**src/rtl/fir_coef_ctrl.sv**
```systemverilog
// fir_coef_ctrl
//   Runtime coefficient controller for the FIR filter. A coefficient set is
//   streamed into the shadow bank over a valid/ready interface. It becomes
//   active when commit arrives while the set is armed. After a swap the
//   qualified output valid is held low until the FIR delay line no longer
//   holds samples that were filtered with a mix of old and new coefficients.
//
// Ports:
//   clk, rst         clock; synchronous active-low reset
//   cfg_valid/ready  coefficient word handshake (cfg_data, tap 0 first)
//   cfg_last         marks the final word of a set
//   commit           single-cycle request to activate the armed set
//   busy             controller is not idle
//   err              one-cycle pulse after a malformed set
//   bank_sel         index of the active bank
//   coef_bus         active coefficients, tap k at [k*CW +: CW]
//   fir_valid_out    raw output valid from the FIR
//   out_valid        FIR output valid with post-swap samples masked
module fir_coef_ctrl #(
  parameter int TAPS  = 8,
  parameter int CW    = 16,
  parameter int LAT   = 1,
  parameter int FLUSH = 1
) (
  input  logic               clk,
  input  logic               rst,
  input  logic               cfg_valid,
  output logic               cfg_ready,
  input  logic [CW-1:0]      cfg_data,
  input  logic               cfg_last,
  input  logic               commit,
  output logic               busy,
  output logic               err,
  output logic               bank_sel,
  output logic [TAPS*CW-1:0] coef_bus,
  input  logic               fir_valid_out,
  output logic               out_valid
);

  localparam int IW = (TAPS > 1) ? $clog2(TAPS) : 1;
  localparam int MW = ($clog2(TAPS + LAT) > 0) ? $clog2(TAPS + LAT) : 1;
  localparam logic [IW-1:0]      LAST_IDX  = IW'(TAPS - 1);
  localparam logic [MW-1:0]      MASK_INIT = MW'(TAPS - 1 + LAT);
  localparam logic [CW-1:0]      UNITY     = {1'b0, {(CW-1){1'b1}}};
  localparam logic [TAPS*CW-1:0] IDENT_BUS = (TAPS*CW)'(UNITY);

  typedef enum logic [1:0] {ST_IDLE, ST_LOAD, ST_ARMED, ST_FLUSH} state_t;

  state_t             state, state_next;
  logic [IW-1:0]      idx, idx_next;
  logic [MW-1:0]      mask_cnt, mask_next;
  logic               bank_sel_next;
  logic               err_next;
  logic               wr_en;
  logic [TAPS*CW-1:0] bank0, bank1;

  always_ff @(posedge clk) begin
    if (!rst) state <= ST_IDLE;
    else      state <= state_next;
  end

  // IDLE and LOAD share one transfer rule: idx is always 0 in IDLE, so the
  // first word lands in tap 0 and the same length checks apply to every word.
  always_comb begin
    state_next    = state;
    idx_next      = idx;
    mask_next     = mask_cnt;
    bank_sel_next = bank_sel;
    err_next      = 1'b0;
    wr_en         = 1'b0;
    cfg_ready     = 1'b0;
    case (state)
      ST_IDLE, ST_LOAD: begin
        cfg_ready = rst;
        if (cfg_valid && rst) begin
          wr_en = 1'b1;
          if (idx == LAST_IDX) begin
            idx_next = '0;
            if (cfg_last) begin
              state_next = ST_ARMED;
            end else begin
              err_next   = 1'b1;
              state_next = ST_IDLE;
            end
          end else if (cfg_last) begin
            idx_next   = '0;
            err_next   = 1'b1;
            state_next = ST_IDLE;
          end else begin
            idx_next   = idx + IW'(1);
            state_next = ST_LOAD;
          end
        end
      end
      ST_ARMED: begin
        if (commit) begin
          bank_sel_next = ~bank_sel;
          if (FLUSH != 0 && MASK_INIT != '0) begin
            mask_next  = MASK_INIT;
            state_next = ST_FLUSH;
          end else begin
            state_next = ST_IDLE;
          end
        end
      end
      ST_FLUSH: begin
        if (mask_cnt == '0) begin
          state_next = ST_IDLE;
        end else if (fir_valid_out) begin
          mask_next = mask_cnt - MW'(1);
          if (mask_cnt == MW'(1)) state_next = ST_IDLE;
        end
      end
      default: state_next = ST_IDLE;
    endcase
  end

  // coef_bus is loaded from the bank that will be active after this edge,
  // so the swap appears on the bus together with bank_sel. Samples taken by
  // the FIR on the commit edge still see the old bus value.
  always_ff @(posedge clk) begin
    if (!rst) begin
      bank_sel <= 1'b0;
      idx      <= '0;
      mask_cnt <= '0;
      err      <= 1'b0;
      bank0    <= IDENT_BUS;
      bank1    <= '0;
      coef_bus <= IDENT_BUS;
    end else begin
      bank_sel <= bank_sel_next;
      idx      <= idx_next;
      mask_cnt <= mask_next;
      err      <= err_next;
      if (wr_en) begin
        if (bank_sel) bank0[idx*CW +: CW] <= cfg_data;
        else          bank1[idx*CW +: CW] <= cfg_data;
      end
      coef_bus <= bank_sel_next ? bank1 : bank0;
    end
  end

  assign busy      = (state != ST_IDLE);
  assign out_valid = fir_valid_out && (mask_cnt == '0);

endmodule
```
**config.mk**
```make
export PLATFORM = sky130hd
export DESIGN_NAME = fir_coef_ctrl
export DESIGN_NICKNAME = d
export VERILOG_FILES = /design/src/rtl/fir_coef_ctrl.sv
export SDC_FILE = /design/constraint.sdc
export NUM_CORES = 1
export LEC_CHECK = 0
export ABC_AREA = 1
export BUFFER_PORTS_ARGS = -buffer_cell sky130_fd_sc_hd__buf_2
export CAP_MARGIN = 20
export CORE_UTILIZATION = 30
export CTS_CLUSTER_SIZE = 40
export DETAILED_ROUTE_END_ITERATION = 16
export SLEW_MARGIN = 10
export SYNTH_ARGS = -nofsm -noshare
export SYNTH_HDL_FRONTEND = slang
export SYNTH_SLANG_ARGS = --single-unit
```
**constraint.sdc**
```tcl
create_clock -name clk -period 2.5 [get_ports clk]
set_input_delay 0.125 -clock clk [delete_from_list [all_inputs] [get_ports clk]]
set_output_delay 0.125 -clock clk [all_outputs]
set_load 0.05 [all_outputs]
```
# Word level (Yosys, flattened, before mapping)

Cells that the tools add are included.

Register bits after elaboration: 395
Output and inout port bits: 133

Add/sub/neg operators: 3
Equality and inequality tests: 11
Shift operators: 2
Muxes and demuxes: 26
Bitwise operators: 1
Reduce and logical (&&, ||, !) cells: 13

Operator list:

| cell                        | count |
|---|---|
| $bwmux W128                 | 2 |
| $mux W128                   | 1 |
| $shift A16 B34 Y128 const A | 1 |
| $shiftx A16 B34 Y128        | 1 |
| $neg A7 Y34                 | 1 |
| $mux W2                     | 7 |
| $mux W4                     | 3 |
| $mux W1                     | 9 |
| $ne A2 B2 Y1 const B        | 4 |
| $pmux W4 S2                 | 1 |
| $reduce_and A4 Y1           | 2 |
| $mux W3                     | 2 |
| $ne A3 B3 Y1 const B        | 2 |
| $pmux W2 S3                 | 1 |
| $reduce_and A2 Y1           | 3 |
| $eq A2 B2 Y1 const B        | 2 |
| $eq A4 B1 Y1 const B        | 1 |
| $logic_not A4 Y1            | 1 |
| $reduce_bool A2 Y1          | 2 |
| $sub A4 B1 Y4 const B       | 1 |
| $add A3 B1 Y3 const B       | 1 |
| $eq A3 B3 Y1 const B        | 1 |
| $reduce_and A3 Y1           | 1 |
| $eq A2 B1 Y1 const B        | 1 |
| 4 further kinds             | 5 |

# Depth between registers and ports, before layout

Depth after elaboration: 5
Gate-level depth with buffers: 12
Mapped depth without buffers: 10

# Worst setup path after synthesis

Ideal clock, no wire load.

Kind: flip-flop to flip-flop
Start point: register idx[0]
End point: register bank1[14]
Library setup time: 120 ps
Data arrival time: 1,959 ps
Required time: 2,380 ps
Path slack: 421 ps
Cell stages (with the launch flop): 12
Path buffers: 2
Path through: dfxtp_1 > inv_2 > ha_1 > ha_1 > buf_2 > inv_2 > nand3_1 > nor2_4 > nand2_2 > buf_2 > o21ai_0 > a21oi_1

Longest elaborated chain between the ends: 3

Ends and longest elaborated chain:

| item                                                        | RTL line | text |
|---|---|---|
| start, declared                                             | 50       | `logic [IW-1:0] idx, idx_next;` |
| start signal, assigned                                      | 132      | `idx <= idx_next;` |
| $neg A7 Y34 (*)                                             | 137      | `else bank1[idx*CW +: CW] <= cfg_data;` |
| $shiftx A16 B34 Y128 or $shift A16 B34 Y128 (tied branches) | 137      |  |
| $bwmux W128 (*)                                             | 137      |  |
| end signal, assigned by index                               | 137      |  |
| end, declared                                               | 55       | `logic [TAPS*CW-1:0] bank0, bank1;` |

Every way passes the cells marked *; elsewhere a longest branch is shown, timed or not.
A chain may end at the register's enable or synchronous reset.

# Worst setup path after layout

Start point: register idx[0]
End point: register bank0[2]

Longest elaborated chain between the ends: 3

Ends and longest elaborated chain:

| item                                                        | RTL line | text |
|---|---|---|
| $neg A7 Y34 (*)                                             | 136      | `if (bank_sel) bank0[idx*CW +: CW] <= cfg_data;` |
| $shiftx A16 B34 Y128 or $shift A16 B34 Y128 (tied branches) | 136      |  |
| $bwmux W128 (*)                                             | 136      |  |
| end signal, assigned by index                               | 136      |  |
| end, declared                                               | 55       |  |

Marks and branches as above.

==> metrics <==
TritonCTS clock tree=done; worst vdd ir=0.424 mV; Clock Tree Buf Depth=3; pwr dens=836 nW/um^2; total CTS buffers=41; die area=51200 um^2; RSZ-0062 raised after global routing=no; die height=226 um; Setup Buffers After CTS=0; Initial Utilization=30.7%; EDFF count, synth=0; Top-Level Pins=155; vias in the first global route=12143; WS Path Type=register to register; Mapped Cells=2024; Synth area leaders=dfxtp_1 (52%), nor2_1 (15%), o21ai_0 (8.3%); dpl hpwl=27.2 mm; total clock sinks=395; Fmax=427 MHz; ANT nets after route=0; fin nets=2163; most frequent cell after synthesis=nor2_1; Syn Nets=2055; row cnt=81; Worst-Margin Slew=1.01 ns; synthesized area per cell=7.46 um^2; Fin Setup TNS=0 ns; Hold Path Class=primary input to register; total core area=49300 um^2; cell taking the most area after synthesis=dfxtp_1; global-route wire length before repair=66.3 mm; layout cells sized above 1=13.4%; Post-synth top cells=nor2_1 (623), dfxtp_1 (395), o21ai_0 (251); asr flop ratio synth=0%; Unique masters post-synth=27; Vias=13058; worst relative slew slack=33.0%; # setup viols final=0; Tcrit/Tclk final=93.7%; post-DR wirelength/cell=15.0 um; total gr overflow=0; Max H-tree Level=2; root buffer cell=clkbuf_16; Hold WS=0.0369 ns; Via density=4.62; DRC viols=0; Synthesis Warnings=0; Yosys top cell area share=52.4%; initial antenna violation count=0; Total GRT Usage=16.5%; First DRT Iteration DRCs=1056; clk_lat worst skew=0.56 ns; DR pass1 iterations=5; Yosys reg bits=395; P&R area growth vs syn=19.9%; Arrival @ worst endpoint=2.73 ns; minimum clock period=2.34 ns; ys flop type=dfxtp_1; largest net degree at the start of global routing=274; CP required=2.88 ns; Die Span X=226 um; clk_skew=0.0239 ns; CP Launch Type=register; Worst-path clk slew=0.06 ns; final max-slew violation count=0; mapped cell area=15100 um^2; ANT cells=0; Fill cells=5112; final wirelength=42.4 mm; max-cap viol count=0; Setup crit end kind=register; leakage=8.35 nW; sequential fraction of the synthesis area=52.4%; GPL Wtd Cong=0.808; status=complete, no violations; port bufs=154; Final Hold Violating Endpoints=0; crit-path max FO=24
[final timing paths]
path,startpoint,to,slack [ns],cells past startpoint
setup / recovery,idx[0]$_SDFFE_PN0N_,bank0[2]$_SDFFE_PN1P_,0.16,9
hold / removal,fir_valid_out,state[0]$_SDFFE_PN0P_,0.04,5
setup reg to reg,idx[0]$_SDFFE_PN0N_,bank0[2]$_SDFFE_PN1P_,0.16,9
hold reg to reg,bank1[15]$_SDFFE_PN0P_,bank1[15]$_SDFFE_PN0P_,0.46,2
[worst max-delay path: stages, from the launching register on]
cell and delay (ns):
dfxtp_1 0.42, inv_2 0.07, ha_1 0.22, ha_1 0.34
inv_2 0.12, nand3_1 0.12, nor2_4 0.30, nand2_2 0.34
nand2_1 0.15, o211ai_1 0.09
[report_power, final]
part,internal (mW),switching [mW]
clock network,4.25,2.59
registers,6.48,0.0615
logic,0.390,1.36
[registers in the layout, indices dropped and copies added (netlist names)]
register  cells
coef_bus    128
mask_cnt      4
err           1
bank1       128
idx           3
bank_sel      1
bank0       128
state         2
[placed cells by master, fill, tap and decap left out, drive strengths merged, types with 9 or more instances in the layout]
cell type	count
clkbuf	53
bufinv	10
inv	113
nand2	218
dfxtp	395
nand3	122
ha	9
o211ai	23
dlygate4sd3	19
buf	181
o21ai	265
nor2	629
a21oi	107
clkinv	14
[layout make-up]
cell class	instances	area (um^2)	area share (%)
clock buffers	52	1130	6.23
clock inverters	24	400	2.21
inverters	113	427	2.36
multi-input cells	1380	6110	33.7
flip-flops and latches	395	7910	43.7
well taps	664	831	4.59
repair buffers	201	1300	7.16
[metal layers]
metal  global-route usage, %  vias to the layer above  wire length (um)
li1                        -                     6671                 -
met1                    21.3                     6002             18800
met2                    28.5                      326             20500
met3                    2.27                       59              2150
met4                    4.62                        0               924
met5                       0                        -                 0
[logic make-up (layout without fill, tap and decap cells)]
kind of cell / Yosys count / count (layout) / synth area share, %
AOI/OAI and AO/OA: 396 / 396 / 13.5
xor gates and xnor gates: 1 / 1 / 0.0580
adders and majority gates: 9 / 9 / 0.746
buffers and inverters: 249 / 390 / 7.28
DFF: 395 / 395 / 52.4
and+or+nand+nor: 974 / 974 / 26.0
[stage by stage]
stage / utilization, % / cell area (um^2) / setup slack (ns) / total power, mW / instances
floorplan: - / 15100 / 0.421 / 7.92 / 2024
detailed placement: 33.2 / 16400 / 0.109 / 8.42 / 2734
global placement: 33.2 / 16400 / 0.183 / 8.41 / 2734
CTS: 36.7 / 18100 / 0.0758 / 15.3 / 2829
finish: 36.7 / 18100 / 0.157 / 15.1 / 2829
global route: 36.7 / 18100 / 0.00269 / 15.7 / 2829
[repair_timing]
action	4_1_cts	5_1_grt
setup endpoints to repair	0	15
hold endpoints to repair	34	0
hold buffers	19	0
gates resized for setup	0	2
No activity file was read; power rests on OpenSTA's default activity.
